$ cat src/rtl/joystick_dir_queue_pkg.sv
// Shared definitions for the joystick turn queue: direction codes, the
// reversal helper and the idle levels of the resistor-ladder lines.
package joystick_dir_queue_pkg;

  localparam int unsigned DIR_W   = 2;
  localparam int unsigned LINES_W = 4;

  typedef enum logic [DIR_W-1:0] {
    TOP_DIR   = 2'b00,
    RIGHT_DIR = 2'b01,
    DOWN_DIR  = 2'b10,
    LEFT_DIR  = 2'b11
  } dir_t;

  // Idle (released) level of each ladder line type.
  localparam logic ONE_RESISTOR_IDLE  = 1'b1;
  localparam logic TWO_RESISTORS_IDLE = 1'b0;

  // Line vector order matches the direction codes: {left, down, right, up}.
  localparam logic [LINES_W-1:0] LINES_IDLE = {TWO_RESISTORS_IDLE, ONE_RESISTOR_IDLE,
                                               ONE_RESISTOR_IDLE, TWO_RESISTORS_IDLE};

  function automatic dir_t opposite(input dir_t d);
    return dir_t'(DIR_W'(d ^ 2'b10));
  endfunction

endpackage

$ cat src/rtl/joystick_dir_queue_input_debounce.sv
// Two-flop synchroniser plus one shared stable-counter debouncer over a
// vector of lines; the output is the decoded "pressed" vector.
module joystick_dir_queue_input_debounce #(
  parameter int unsigned    WIDTH           = 4,
  parameter int unsigned    DEBOUNCE_CYCLES = 50000,
  parameter logic [WIDTH-1:0] IDLE_LEVEL    = '0
) (
  input  logic             clk,
  input  logic             reset,
  input  logic [WIDTH-1:0] raw,
  output logic [WIDTH-1:0] debounced,
  output logic             changed
);

  localparam int unsigned CNT_W = $clog2(DEBOUNCE_CYCLES + 1);
  localparam logic [CNT_W-1:0] CNT_LAST = CNT_W'(DEBOUNCE_CYCLES - 1);

  logic [WIDTH-1:0] sync_1;
  logic [WIDTH-1:0] sync_2;
  logic [WIDTH-1:0] candidate;
  logic [CNT_W-1:0] stable_cnt;
  logic [WIDTH-1:0] pressed_c;

  // A line reads as pressed whenever it sits away from its idle level.
  assign pressed_c = sync_2 ^ IDLE_LEVEL;

  always_ff @(posedge clk) begin
    if (reset) begin
      sync_1     <= IDLE_LEVEL;
      sync_2     <= IDLE_LEVEL;
      candidate  <= '0;
      stable_cnt <= '0;
      debounced  <= '0;
      changed    <= 1'b0;
    end else begin
      sync_1  <= raw;
      sync_2  <= sync_1;
      changed <= 1'b0;
      if (pressed_c != candidate) begin
        candidate  <= pressed_c;
        stable_cnt <= '0;
      end else if (stable_cnt == CNT_LAST) begin
        // Counter holds here until the candidate moves again.
        if (debounced != candidate) begin
          debounced <= candidate;
          changed   <= 1'b1;
        end
      end else begin
        stable_cnt <= stable_cnt + CNT_W'(1);
      end
    end
  end

endmodule

$ cat src/rtl/joystick_dir_queue.sv
// Joystick direction decoder with reversal rejection and a small turn FIFO
// drained one entry per game step.
module joystick_dir_queue
  import joystick_dir_queue_pkg::*;
#(
  parameter int unsigned DEBOUNCE_CYCLES = 50000,
  parameter int unsigned QUEUE_DEPTH     = 4,
  parameter logic [1:0]  INIT_DIR        = 2'b00
) (
  input  logic                           clk,
  input  logic                           reset,
  input  logic                           one_resistor_x,
  input  logic                           two_resistors_x,
  input  logic                           one_resistor_y,
  input  logic                           two_resistors_y,
  input  logic                           step,
  output logic [1:0]                     direction,
  output logic [$clog2(QUEUE_DEPTH):0]   queue_count,
  output logic                           dropped
);

  localparam int unsigned PTR_W = $clog2(QUEUE_DEPTH);
  localparam int unsigned CNT_W = PTR_W + 1;
  localparam logic [CNT_W-1:0] CNT_FULL = CNT_W'(QUEUE_DEPTH);

  logic [LINES_W-1:0] raw_lines;
  logic [LINES_W-1:0] pressed;
  logic               pressed_changed;

  dir_t               queue_mem [QUEUE_DEPTH];
  logic [PTR_W-1:0]   head;
  logic [PTR_W-1:0]   tail;
  logic [PTR_W-1:0]   tail_prev_c;

  dir_t               event_dir_c;
  logic               event_c;
  dir_t               ref_dir_c;
  logic               accept_c;
  logic               full_c;
  logic               pop_c;
  logic               push_c;

  assign raw_lines = {two_resistors_x, one_resistor_y, one_resistor_x, two_resistors_y};

  joystick_dir_queue_input_debounce #(
    .WIDTH           (LINES_W),
    .DEBOUNCE_CYCLES (DEBOUNCE_CYCLES),
    .IDLE_LEVEL      (LINES_IDLE)
  ) u_debounce (
    .clk       (clk),
    .reset     (reset),
    .raw       (raw_lines),
    .debounced (pressed),
    .changed   (pressed_changed)
  );

  // Only a single pressed direction forms a turn event.
  always_comb begin
    event_dir_c = TOP_DIR;
    case (pressed)
      4'b0001: event_dir_c = TOP_DIR;
      4'b0010: event_dir_c = RIGHT_DIR;
      4'b0100: event_dir_c = DOWN_DIR;
      4'b1000: event_dir_c = LEFT_DIR;
      default: event_dir_c = TOP_DIR;
    endcase
  end

  assign event_c = pressed_changed && $onehot(pressed);

  // New turns are judged against the newest queued turn, not the snake.
  assign tail_prev_c = tail - PTR_W'(1);
  assign ref_dir_c   = (queue_count != '0) ? queue_mem[tail_prev_c] : dir_t'(direction);
  assign accept_c    = event_c && (event_dir_c != ref_dir_c)
                                && (event_dir_c != opposite(ref_dir_c));
  assign full_c      = (queue_count == CNT_FULL);
  assign pop_c       = step && (queue_count != '0);
  assign push_c      = accept_c && (!full_c || pop_c);

  always_ff @(posedge clk) begin
    if (reset) begin
      head        <= '0;
      tail        <= '0;
      queue_count <= '0;
      direction   <= INIT_DIR;
      dropped     <= 1'b0;
    end else begin
      dropped <= accept_c && full_c && !pop_c;
      if (push_c) begin
        queue_mem[tail] <= event_dir_c;
        tail            <= tail + PTR_W'(1);
      end
      if (pop_c) begin
        direction <= queue_mem[head];
        head      <= head + PTR_W'(1);
      end
      if (push_c && !pop_c) begin
        queue_count <= queue_count + CNT_W'(1);
      end else if (pop_c && !push_c) begin
        queue_count <= queue_count - CNT_W'(1);
      end
    end
  end

endmodule

$ cat config.mk
export PLATFORM = sky130hd
export DESIGN_NAME = joystick_dir_queue
export DESIGN_NICKNAME = d
export VERILOG_FILES = /design/src/rtl/joystick_dir_queue_pkg.sv /design/src/rtl/joystick_dir_queue_input_debounce.sv /design/src/rtl/joystick_dir_queue.sv
export SDC_FILE = /design/constraint.sdc
export NUM_CORES = 1
export LEC_CHECK = 0
export ABC_AREA = 1
export CAP_MARGIN = 40
export CORE_ASPECT_RATIO = 1.1
export CORE_MARGIN = 2
export CORE_UTILIZATION = 45
export CTS_BUF_LIST = sky130_fd_sc_hd__clkbuf_8
export DETAILED_ROUTE_END_ITERATION = 8
export PLACE_DENSITY = 0.64
export SLEW_MARGIN = 40
export SYNTH_ARGS = -nofsm -noshare
export SYNTH_HDL_FRONTEND = slang
export SYNTH_HIERARCHICAL = 1
export SYNTH_SLANG_ARGS = --single-unit
$ cat constraint.sdc
create_clock -name clk -period 6.6 [get_ports clk]
set_clock_uncertainty 0.15 [all_clocks]
set_input_delay 1.32 -clock clk [delete_from_list [all_inputs] [get_ports clk]]
set_output_delay 1.32 -clock clk [all_outputs]
set_load 0.01 [all_outputs]
==> metrics.csv <==
metric;value;unit
Synth area leader;dfxtp_1;
yosys warns;6;
Final Hold Viols;0;
clock latency at the later pin of the worst-skew pair;300;ps
vias per inst;4.69;
antenna violations before repair;0;
Pre-Repair DR Iteration Count;4;
Filler cells;579;
Arrival @ worst endpoint;3510;ps
Placed Cells;423;
Worst Tran Pin Value;636;ps
DP Wirelength;3320;microns
logic gate share of total power;16.6;%
WL final;4360;microns
overall routing resource usage;14.9;%
Critical Path Slowest Stage Cell;fa_1;
sequential power share;52.4;%
GRT overflow;0;
cells after synthesis;336;
layout net count;372;
non-filler instance count after layout;431;
P&R area growth vs syn;11.8;%
Setup Crit Path Kind;flip-flop to flip-flop;
global-route wire length before repair;7810;microns
Clock Tree Buf Depth;2;
top post-synthesis cells by area;dfxtp_1, nand2_1, edfxtp_1;
IO Pins;13;
Int Pwr;491;uW
mapped cell area;0.00260;sq mm
Slew Viols, Final;0;
Cell Chain, Critical Path;inv_1, fa_1, inv_1, ha_1, ha_1, nor3_1, nand4_4, inv_1, ha_1, inv_1, fa_1, a21oi_1, o21ai_0, o21ai_0, a21oi_1;
pin count of the biggest net entering global routing;20;
Peak supply drop;0.000149;V
H-tree depth;2;
register area share after synthesis;42.3;%
setup_tns;0;ps
number of global-route vias before repair;1861;
core box area;0.00566;sq mm
crit end category;flip-flop;
Root Driver;clkbuf_8;
Max Freq;289;MHz
ratio of cells with drive above 1 in the final layout;13.8;%
CTS tree;yes;
distinct cell type count after synthesis;34;
Required @ worst endpoint;6640;ps
P_sw;174;uW
switching part of the total power;26.2;%
Inserted Diodes;0;
Worst setup SP type;flip-flop;
worst hold path type;flip-flop to flip-flop;
final worst path period need;3470;ps
via count;2023;
post-synthesis net count;355;
hold_buf cts;0;
Post-CTS Resized;0;
slowest stage delay, CP;530;ps
PD cells;229;mW/mm^2
drt wl/cell;10.1;microns
P_leak;1.24;nW
GPL Wtd Cong;0.784;
Die Ht;83.7;microns
Chip Width;76.5;microns
Rel. slew slack;57.5;%
Post-Route Utilization;51.4;%
IO buf count;12;
Reg clk slew, reported paths;90;ps
clock power share;31.0;%
total CTS buffers;5;
Synth Area per Inst;7.74;sq um
Post-CTS Setup Bufs;0;
final setup violation count;0;
ANT nets after route;0;
outcome;completed;
Core Rows;29;
initial core utilization;45.9;%
Die ar.;0.00640;sq mm
Yosys top cell area share;33.1;%
clock tree sinks;51;
DRC Markers;0;
final period utilization;52.5;%
unrepaired setup endpoints after global routing;false;
Seq cells post-synth;51;
initial drt markers;78;
most frequent CP cell;inv_1;
peak fanout along the critical path;9;
reported max-cap violation count;0;
==> path summary, 6_finish.rpt <==
kind	depth (start not counted)	start	end	slack, ps
worst max-delay path	15	u_debounce/debounced[0]	queue_count[2]	3130
worst min-delay path	2	u_debounce/sync_1[3]	u_debounce/sync_2[3]	260
worst max register to register	15	u_debounce/debounced[0]	queue_count[2]	3130
worst min register to register	2	u_debounce/sync_1[3]	u_debounce/sync_2[3]	260
==> worst max-delay path: cells and delay by family (launching register included) <==
kind                     cells  cell delay [ps]
flip-flops                   1              370
adder cells (fa/ha/maj)      5             1480
AO/OA/AOI/OAI                4              470
buffers and inverters        4              300
AND/OR/NAND/NOR              2              590
==> area by class of cell <==
class                           instances  area (sq um)  share of cell area, %
Timing Repair Buffer                   12           120                   4.13
Inverter                               54           203                   6.97
Clock inverter                          3          37.5                   1.29
Clock buffer                            5          68.8                   2.37
Multi-Input combinational cell        229          1280                   44.1
Sequential cell                        51          1100                   37.9
Tap cell                               77          96.3                   3.31
==> placed cells by master (no fill, tap or decap), drive strengths merged <==
| master | n |
|---|---|
| ha | 10 |
| or2 | 11 |
| nand3 | 16 |
| fa | 2 |
| bufinv | 1 |
| clkdlybuf4s50 | 12 |
| clkinv | 2 |
| dfxtp | 43 |
| xor2 | 1 |
| nand4 | 8 |
| a21oi | 15 |
| edfxtp | 8 |
| inv | 54 |
| o21ai | 16 |
| nor3 | 11 |
| a31oi | 3 |
| xnor2 | 2 |
| nor3b | 6 |
| clkbuf | 5 |
| nand2 | 75 |
| nor2 | 53 |
==> synthesized netlist by cell type (all sizes together) <==
library cell   n
xnor2          2
nand3         16
buf            1
nand4          8
nand2         75
edfxtp         8
clkinv         2
dfxtp         43
o21ai         16
inv           52
nor3b          6
a31oi          3
nor3          11
a21oi         15
or2           11
clkbuf         1
ha            10
fa             2
nor2          53
xor2           1
==> sequential cells by signal, summed over array words and instances, names as in the netlist <==
name / flops
dropped: 1
head: 2
queue_mem: 8
u_debounce/debounced: 4
tail: 2
queue_count: 3
u_debounce/changed: 1
u_debounce/sync_1: 4
u_debounce/stable_cnt: 16
direction: 2
u_debounce/sync_2: 4
u_debounce/candidate: 4
==> per-layer routing <==
layer  part of all wire (%)  wire (microns)  up-vias  GRT usage [%]
met3                    2.8             122        7           3.25
met2                     48            2120       26           26.8
met4                    1.8              78        0           4.96
met5                      0               0        -              0
met1                     47            2040      893           17.4
li1                       -               -     1097              -
==> power groups by stage <==
stage	clock network (mW)	logic (mW)	registers [mW]
floorplan	0	0.0695	0.359
global placement	0	0.110	0.356
detailed placement	0	0.112	0.357
CTS	0.217	0.112	0.349
global route	0.228	0.123	0.353
finish	0.206	0.110	0.349
==> kinds of logic (layout without fill, tap and decap cells) <==
logic type	after synthesis	after routing	share of synthesized area, %
compound gates	34	34	7.12
xor+xnor	3	3	1.01
fa+ha+maj	12	12	6.35
buf+inv	56	74	8.37
flops	51	51	42.3
simple gates	180	180	34.8
==> through the flow <==
stage	setup WS, ps	power (mW)	cell area (sq um)	hold slack [ps]
after global routing	2920	0.704	2910	284
final	3130	0.665	2910	265
after floorplan	3340	0.428	2600	238
after detailed placement	3030	0.468	2800	253
after global placement	3090	0.466	2800	240
after CTS	3110	0.678	2910	275
Note: power is estimated with default switching activity, not from simulation.
